File: config.mk
export PLATFORM = sky130hd
export DESIGN_NAME = color_matrix_pipe
export DESIGN_NICKNAME = d
export VERILOG_FILES = /design/src/rtl/color_matrix_pkg.sv /design/src/rtl/cm_channel.sv /design/src/rtl/color_matrix_pipe.sv
export SDC_FILE = /design/constraint.sdc
export NUM_CORES = 2
export LEC_CHECK = 0
export ABC_AREA = 0
export CAP_MARGIN = 10
export CORE_ASPECT_RATIO = 1.1
export CORE_MARGIN = 2
export CORE_UTILIZATION = 50
export CTS_BUF_LIST = sky130_fd_sc_hd__clkbuf_8
export DETAILED_ROUTE_END_ITERATION = 12
export PLACE_DENSITY = 0.66
export SLEW_MARGIN = 15
export SYNTH_ARGS = -nofsm -noshare
export SYNTH_HDL_FRONTEND = slang
export SYNTH_HIERARCHICAL = 1
export SYNTH_SLANG_ARGS = --single-unit
File: constraint.sdc
create_clock -name clk -period 37.9 [get_ports clk]
set_clock_uncertainty 0.2 [all_clocks]
set_input_delay 9.475 -clock clk [delete_from_list [all_inputs] [get_ports clk]]
set_output_delay 9.475 -clock clk [all_outputs]
set_load 0.01 [all_outputs]
File: src/rtl/color_matrix_pkg.sv
// Shared constants, index types and reset helpers for the colour-matrix pipeline.
package color_matrix_pkg;

  localparam int unsigned CFG_AW = 4;
  localparam int unsigned N_COEF = 9;
  localparam int unsigned N_OFFS = 3;
  localparam int unsigned N_CH   = 3;

  typedef logic [CFG_AW-1:0] cfg_addr_t;
  typedef logic [1:0]        offs_idx_t;

  localparam cfg_addr_t CFG_M00 = 4'd0;
  localparam cfg_addr_t CFG_M22 = 4'd8;
  localparam cfg_addr_t CFG_O0  = 4'd9;
  localparam cfg_addr_t CFG_O2  = 4'd11;

  // Identity matrix entry for row-major coefficient index idx: 1.0 on the diagonal.
  function automatic int unsigned identity_value(input int unsigned idx, input int unsigned frac);
    if (idx == 0 || idx == 4 || idx == 8) begin
      return 32'd1 << frac;
    end
    return 32'd0;
  endfunction

endpackage

File: src/rtl/cm_channel.sv
// One output channel: three products, sum, round-half-up, offset, clamp and overflow flag.
module cm_channel #(
  parameter int unsigned DSIZE = 8,
  parameter int unsigned MSIZE = 9,
  parameter int unsigned FRAC  = 6,
  parameter int unsigned OSIZE = 10
) (
  input  logic                    clk,
  input  logic                    rst_n,
  input  logic                    en,
  input  logic [DSIZE-1:0]        x0,
  input  logic [DSIZE-1:0]        x1,
  input  logic [DSIZE-1:0]        x2,
  input  logic signed [MSIZE-1:0] c0,
  input  logic signed [MSIZE-1:0] c1,
  input  logic signed [MSIZE-1:0] c2,
  input  logic signed [OSIZE-1:0] off,
  output logic [DSIZE-1:0]        res,
  output logic                    ovf
);

  localparam int unsigned PW = DSIZE + MSIZE + 1;
  localparam int unsigned AW = PW + 2;
  localparam int unsigned SW = ((AW > OSIZE) ? AW : OSIZE) + 1;
  localparam logic signed [AW-1:0] HALF = AW'(1) << (FRAC - 1);
  localparam logic signed [SW-1:0] MAXV = $signed(SW'({DSIZE{1'b1}}));

  logic signed [PW-1:0]    p0, p1, p2;
  logic signed [OSIZE-1:0] off2;
  logic signed [AW-1:0]    acc;
  logic signed [AW-1:0]    rnd;
  logic signed [SW-1:0]    sum_c;
  logic signed [SW-1:0]    sum3;

  // Unsigned pixel times signed coefficient, both widened to the product width first.
  function automatic logic signed [PW-1:0] mul(input logic [DSIZE-1:0] x,
                                               input logic signed [MSIZE-1:0] c);
    logic signed [PW-1:0] xs;
    logic signed [PW-1:0] cs;
    xs = {{(PW-DSIZE){1'b0}}, x};
    cs = {{(PW-MSIZE){c[MSIZE-1]}}, c};
    return xs * cs;
  endfunction

  // Stage 2: products
  always_ff @(posedge clk) begin
    if (en) begin
      p0   <= mul(x0, c0);
      p1   <= mul(x1, c1);
      p2   <= mul(x2, c2);
      off2 <= off;
    end
  end

  // Stage 3: full-precision sum, round half up, add integer offset
  always_comb begin
    acc   = {{2{p0[PW-1]}}, p0} + {{2{p1[PW-1]}}, p1} + {{2{p2[PW-1]}}, p2};
    rnd   = (acc + HALF) >>> FRAC;
    sum_c = SW'(rnd) + SW'(off2);
  end

  always_ff @(posedge clk) begin
    if (en) begin
      sum3 <= sum_c;
    end
  end

  // Stage 4: clamp to the unsigned pixel range and flag saturation
  always_ff @(posedge clk) begin
    if (!rst_n) begin
      res <= '0;
      ovf <= 1'b0;
    end else if (en) begin
      if (sum3[SW-1]) begin
        res <= '0;
        ovf <= 1'b1;
      end else if (sum3 > MAXV) begin
        res <= '1;
        ovf <= 1'b1;
      end else begin
        res <= sum3[DSIZE-1:0];
        ovf <= 1'b0;
      end
    end
  end

endmodule

File: src/rtl/color_matrix_pipe.sv
// 3x3 colour matrix with offsets, 4-stage stallable pipeline, double-buffered frame-synchronous config.
module color_matrix_pipe
  import color_matrix_pkg::*;
#(
  parameter int unsigned DSIZE = 8,
  parameter int unsigned MSIZE = 9,
  parameter int unsigned FRAC  = 6,
  parameter int unsigned OSIZE = 10,
  localparam int unsigned CW   = (MSIZE > OSIZE) ? MSIZE : OSIZE
) (
  input  logic              clk,
  input  logic              rst_n,
  input  logic              s_valid,
  output logic              s_ready,
  input  logic              s_sof,
  input  logic [DSIZE-1:0]  iR,
  input  logic [DSIZE-1:0]  iG,
  input  logic [DSIZE-1:0]  iB,
  output logic              m_valid,
  input  logic              m_ready,
  output logic              m_sof,
  output logic [DSIZE-1:0]  Ro,
  output logic [DSIZE-1:0]  Go,
  output logic [DSIZE-1:0]  Bo,
  output logic [2:0]        ovf,
  input  logic              cfg_we,
  input  logic [CFG_AW-1:0] cfg_addr,
  input  logic [CW-1:0]     cfg_wdata,
  input  logic              cfg_commit,
  output logic              cfg_pending
);

  logic en;
  logic accept;
  logic transfer;
  logic pending;

  logic [MSIZE-1:0]        shd_m [N_COEF];
  logic [MSIZE-1:0]        act_m [N_COEF];
  logic [OSIZE-1:0]        shd_o [N_OFFS];
  logic [OSIZE-1:0]        act_o [N_OFFS];
  logic signed [MSIZE-1:0] dec_m [N_COEF];
  logic signed [OSIZE-1:0] dec_o [N_OFFS];
  logic signed [MSIZE-1:0] s1_m  [N_COEF];
  logic signed [OSIZE-1:0] s1_o  [N_OFFS];
  logic [DSIZE-1:0]        s1_r, s1_g, s1_b;
  logic                    v1, v2, v3;
  logic                    sof1, sof2, sof3;
  logic [DSIZE-1:0]        res [N_CH];

  function automatic logic signed [MSIZE-1:0] sm_coef(input logic [MSIZE-1:0] v);
    logic signed [MSIZE-1:0] mag;
    mag = $signed({1'b0, v[MSIZE-2:0]});
    return v[MSIZE-1] ? -mag : mag;
  endfunction

  function automatic logic signed [OSIZE-1:0] sm_offs(input logic [OSIZE-1:0] v);
    logic signed [OSIZE-1:0] mag;
    mag = $signed({1'b0, v[OSIZE-2:0]});
    return v[OSIZE-1] ? -mag : mag;
  endfunction

  assign en          = m_ready | ~m_valid;
  assign s_ready     = en | ~rst_n;
  assign accept      = s_valid & en;
  assign transfer    = pending & accept & s_sof;
  assign cfg_pending = pending;

  // The frame-start pixel that triggers a transfer already sees the new set.
  always_comb begin
    for (int unsigned k = 0; k < N_COEF; k++) begin
      dec_m[k] = sm_coef(transfer ? shd_m[k] : act_m[k]);
    end
    for (int unsigned k = 0; k < N_OFFS; k++) begin
      dec_o[k] = sm_offs(transfer ? shd_o[k] : act_o[k]);
    end
  end

  // Shadow/active configuration and commit tracking
  always_ff @(posedge clk) begin
    if (!rst_n) begin
      for (int unsigned k = 0; k < N_COEF; k++) begin
        shd_m[k] <= MSIZE'(identity_value(k, FRAC));
        act_m[k] <= MSIZE'(identity_value(k, FRAC));
      end
      for (int unsigned k = 0; k < N_OFFS; k++) begin
        shd_o[k] <= '0;
        act_o[k] <= '0;
      end
      pending <= 1'b0;
    end else begin
      if (transfer) begin
        act_m <= shd_m;
        act_o <= shd_o;
      end
      if (cfg_we) begin
        if (cfg_addr <= CFG_M22) begin
          shd_m[cfg_addr] <= cfg_wdata[MSIZE-1:0];
        end else if (cfg_addr <= CFG_O2) begin
          shd_o[offs_idx_t'(cfg_addr - CFG_O0)] <= cfg_wdata[OSIZE-1:0];
        end
      end
      if (transfer) begin
        pending <= 1'b0;
      end else if (cfg_commit) begin
        pending <= 1'b1;
      end
    end
  end

  // Valid and start-of-frame travel alongside the data through all four stages
  always_ff @(posedge clk) begin
    if (!rst_n) begin
      v1      <= 1'b0;
      v2      <= 1'b0;
      v3      <= 1'b0;
      m_valid <= 1'b0;
      sof1    <= 1'b0;
      sof2    <= 1'b0;
      sof3    <= 1'b0;
      m_sof   <= 1'b0;
    end else if (en) begin
      v1      <= s_valid;
      v2      <= v1;
      v3      <= v2;
      m_valid <= v3;
      sof1    <= s_sof;
      sof2    <= sof1;
      sof3    <= sof2;
      m_sof   <= sof3;
    end
  end

  // Stage 1: pixel and per-pixel snapshot of the decoded coefficient set
  always_ff @(posedge clk) begin
    if (en) begin
      s1_r <= iR;
      s1_g <= iG;
      s1_b <= iB;
      s1_m <= dec_m;
      s1_o <= dec_o;
    end
  end

  for (genvar i = 0; i < N_CH; i++) begin : g_ch
    cm_channel #(
      .DSIZE(DSIZE),
      .MSIZE(MSIZE),
      .FRAC (FRAC),
      .OSIZE(OSIZE)
    ) u_ch (
      .clk  (clk),
      .rst_n(rst_n),
      .en   (en),
      .x0   (s1_r),
      .x1   (s1_g),
      .x2   (s1_b),
      .c0   (s1_m[3*i]),
      .c1   (s1_m[3*i+1]),
      .c2   (s1_m[3*i+2]),
      .off  (s1_o[i]),
      .res  (res[i]),
      .ovf  (ovf[i])
    );
  end

  assign Ro = res[0];
  assign Go = res[1];
  assign Bo = res[2];

endmodule

==> impl_metrics.sql <==
INSERT INTO impl_metrics (metric_group, metric, value, unit) VALUES
('yosys', 'yosys.cell_types.count', '92', ''),
('clock_tree', 'worst_setup_hold_path_clk_slew', '60', 'ps'),
('critical_path', 'timing_worst_setup_path_type', 'input port to primary output', ''),
('power_and_ir_drop', 'design_power_total', '0.00265', 'W'),
('yosys', 'synthesis.instances', '5313', ''),
('clock_tree', 'max_h_tree_level', '3', ''),
('yosys', 'synth-xor-area-share', '0.0482', ''),
('cells_and_area', 'fin_cells', '6901', ''),
('critical_path', 'cp_data_arrival_time', '10910', 'ps'),
('power_and_ir_drop', 'static-leakage-power', '28.5', 'nW'),
('route', 'first_iter_violations', '2009', ''),
('critical_path', 'slowest_cell_on_the_critical_path', 'clkdlybuf4s50_1', ''),
('floorplanning', 'fp.dieH', '348', 'um'),
('yosys', 'syn-mean-instance-area', '10.1', 'um2'),
('sta', 'final_setup_violating_endpoints', '0', ''),
('clock_tree', 'cts_hold_buf', '0', ''),
('critical_path', 'worst_path_most_repeated_cell', 'clkdlybuf4s50_1', ''),
('floorplanning', 'num_rows', '126', ''),
('yosys', 'post_synth_most_frequent_cells', 'inv_1, ha_1, nand2_1', ''),
('sta', 'rsz_0062_raised_after_global_routing', 'false', ''),
('yosys', 'yosysMostFrequentCell', 'inv_1', ''),
('min_path', 'timing.hold.worst_endpoint', 'g_ch[2].u_ch/off2[0]', ''),
('clock_tree', 'cts_repair_resize_count', '0', ''),
('yosys', 'top_cell_type_by_total_area_after_synthesis', 'edfxtp_1', ''),
('route', 'via_count', '36285', ''),
('route', 'post-route-drc-count', '0', ''),
('flow_run', 'max-cap-violations', '0', ''),
('route', 'ant_nets', '0', ''),
('min_path', 'min-delay-path-class', 'flip-flop to flip-flop', ''),
('placement', 'place_hpwl', '86900', 'um'),
('run_status', 'run_status', 'completed', ''),
('sta', 'max_freq', '48.6', 'MHz'),
('critical_path', 'worst_r2r_path_depth', '14', ''),
('cells_and_area', 'layout.cell_area.non_filler', '58300', 'um2'),
('route', 'drtPass1Iterations', '5', ''),
('route', 'vias_per_cell', '5.26', ''),
('clock_tree', 'cts.sink_count', '630', ''),
('min_path', 'hold_path.startpoint', 's1_o[0]', ''),
('global_routing', 'track_usage', '0.218', ''),
('yosys', 'synth_top_cells_by_area', 'edfxtp_1, fa_1, ha_1', ''),
('global_routing', 'gr-total-overflow', '0', ''),
('sta', 'worst-slew-pin-transition', '1270', 'ps'),
('cells_and_area', 'drive_above_1_share', '0.0503', ''),
('yosys', 'ys_seq_elements', '630', ''),
('route', 'finalWirelength', '117000', 'um'),
('critical_path', 'worst-r2r-setup-slack', '32120', 'ps'),
('critical_path', 'worstReg2RegStart', 's1_m[44]', ''),
('critical_path', 'critical_path.max_fanout', '10', ''),
('critical_path', 'critical_path.max_stage_delay', '490', 'ps'),
('placement', 'number_of_placed_instances_taps_included', '6692', ''),
('clock_tree', 'tritoncts', 'built', ''),
('global_routing', 'grt_antenna_before_repair', '5', ''),
('yosys', 'synth_nets', '6432', ''),
('cells_and_area', 'synthToLayoutAreaGrowth', '8.44', '%'),
('placement', 'post_dp_cell_area', '55900', 'um2'),
('sta', 'timing.final.hold_violations', '0', ''),
('critical_path', 'crit_required', '28230', 'ps'),
('floorplanning', 'dieWidth', '317', 'um'),
('yosys', 'synth_area_in_adders', '0.312', ''),
('cells_and_area', 'final_layout_net_count', '6514', ''),
('global_routing', 'grt_pass1_vias', '36658', ''),
('yosys', 'synth_enable_flop_cells', '426', ''),
('clock_tree', 'clock_root_buffer', 'clkbuf_8', ''),
('yosys', 'multiplexer_share_of_the_synthesized_area', '0.0373', ''),
('clock_tree', 'inserted_clock_buffers', '109', ''),
('floorplanning', 'initial_utilization', '0.502', ''),
('sta', 'min_period', '20580', 'ps'),
('yosys', 'synth_simple_gate_area_frac', '0.151', ''),
('route', 'routedWlPerCell', '17.0', 'um'),
('global_routing', 'grt_start_max_net_pins', '191', ''),
('power_and_ir_drop', 'cellPowerDensity', '45.4', 'nW/um2');
worst max path at each step:
stage / startpoint / end / slack (ps) / cells after the start
after floorplan: m_ready / s1_o[24] / 16560 / 8
after global placement: m_ready / s_ready / 17290 / 4
after detailed placement: m_ready / s_ready / 17310 / 4
after CTS: m_ready / s_ready / 17300 / 4
after global routing: m_ready / s_ready / 17240 / 4
final: m_ready / s_ready / 17320 / 4
routing by layer:
metal | global-route usage | routed length [um]
met5 | 0 | 0
met2 | 0.363 | 55100
met3 | 0.0357 | 5720
met1 | 0.297 | 54000
met4 | 0.0530 | 2180
registers in the layout (all words and copies together), names as in the netlist, 30 cells and up:
name and count:
act_m 81, act_o 30, g_ch.u_ch/off2 30, g_ch.u_ch/p0 54, g_ch.u_ch/p1 54, g_ch.u_ch/p2 54, g_ch.u_ch/sum3 45, s1_m 81
s1_o 30, shd_m 81, shd_o 30
placed cells by master, fill, tap and decap left out, drive strengths merged, types with 67 or more instances in the layout:
cell             n
clkbuf         114
nor2b          208
a21oi          177
nand2          634
nand2b          82
mux2i          194
inv            778
xor2           106
fa             441
and2           249
a21boi          67
dfxtp          204
o21ai          120
nor2           238
clkdlybuf4s50   73
xnor2          190
ha             633
edfxtp         426
report_power, final:
part / internal, W / leakage [nW] / switching (W)
Sequential: 0.000856 / 6.53 / 0.0000572
Combinational: 0.000472 / 20.7 / 0.000591
Clock: 0.000372 / 1.32 / 0.000298
Total: 0.00170 / 28.5 / 0.000947
worst reg2reg max path, delay by kind of cell (launching register included):
family / cells / cell delay [ps]
adders and majority gates: 6 / 3000
xor gates and xnor gates: 1 / 140
and+or+nand+nor: 2 / 320
AOI/OAI and AO/OA: 3 / 900
DFF: 1 / 810
buffers and inverters: 2 / 140
final cells by class:
class	instances	area, um2
Inverter	739	2790
Fill cell	9436	48700
Clock buffer	114	1570
Sequential cell	630	16900
Antenna cell	2	5.00
Tap cell	1408	1760
Clock inverter	93	785
Multi-Input combinational cell	3802	33500
Timing Repair Buffer	113	1060
stage by stage:
stage	setup slack, ps	util	hold slack [ps]
after detailed placement	17310	0.523	205
final	17320	0.545	214
after global routing	17240	0.545	225
after floorplan	16560	-	200
after global placement	17290	0.523	203
after CTS	17300	0.545	216
kinds of logic after synthesis:
family                   Yosys count
AO/OA/AOI/OAI                    598
XOR/XNOR                         296
adder cells (fa/ha/maj)         1074
buffers and inverters            881
flip-flops                       630
multiplexers                     197
AND/OR/NAND/NOR                 1637
Power figures use the tool's default switching activity.
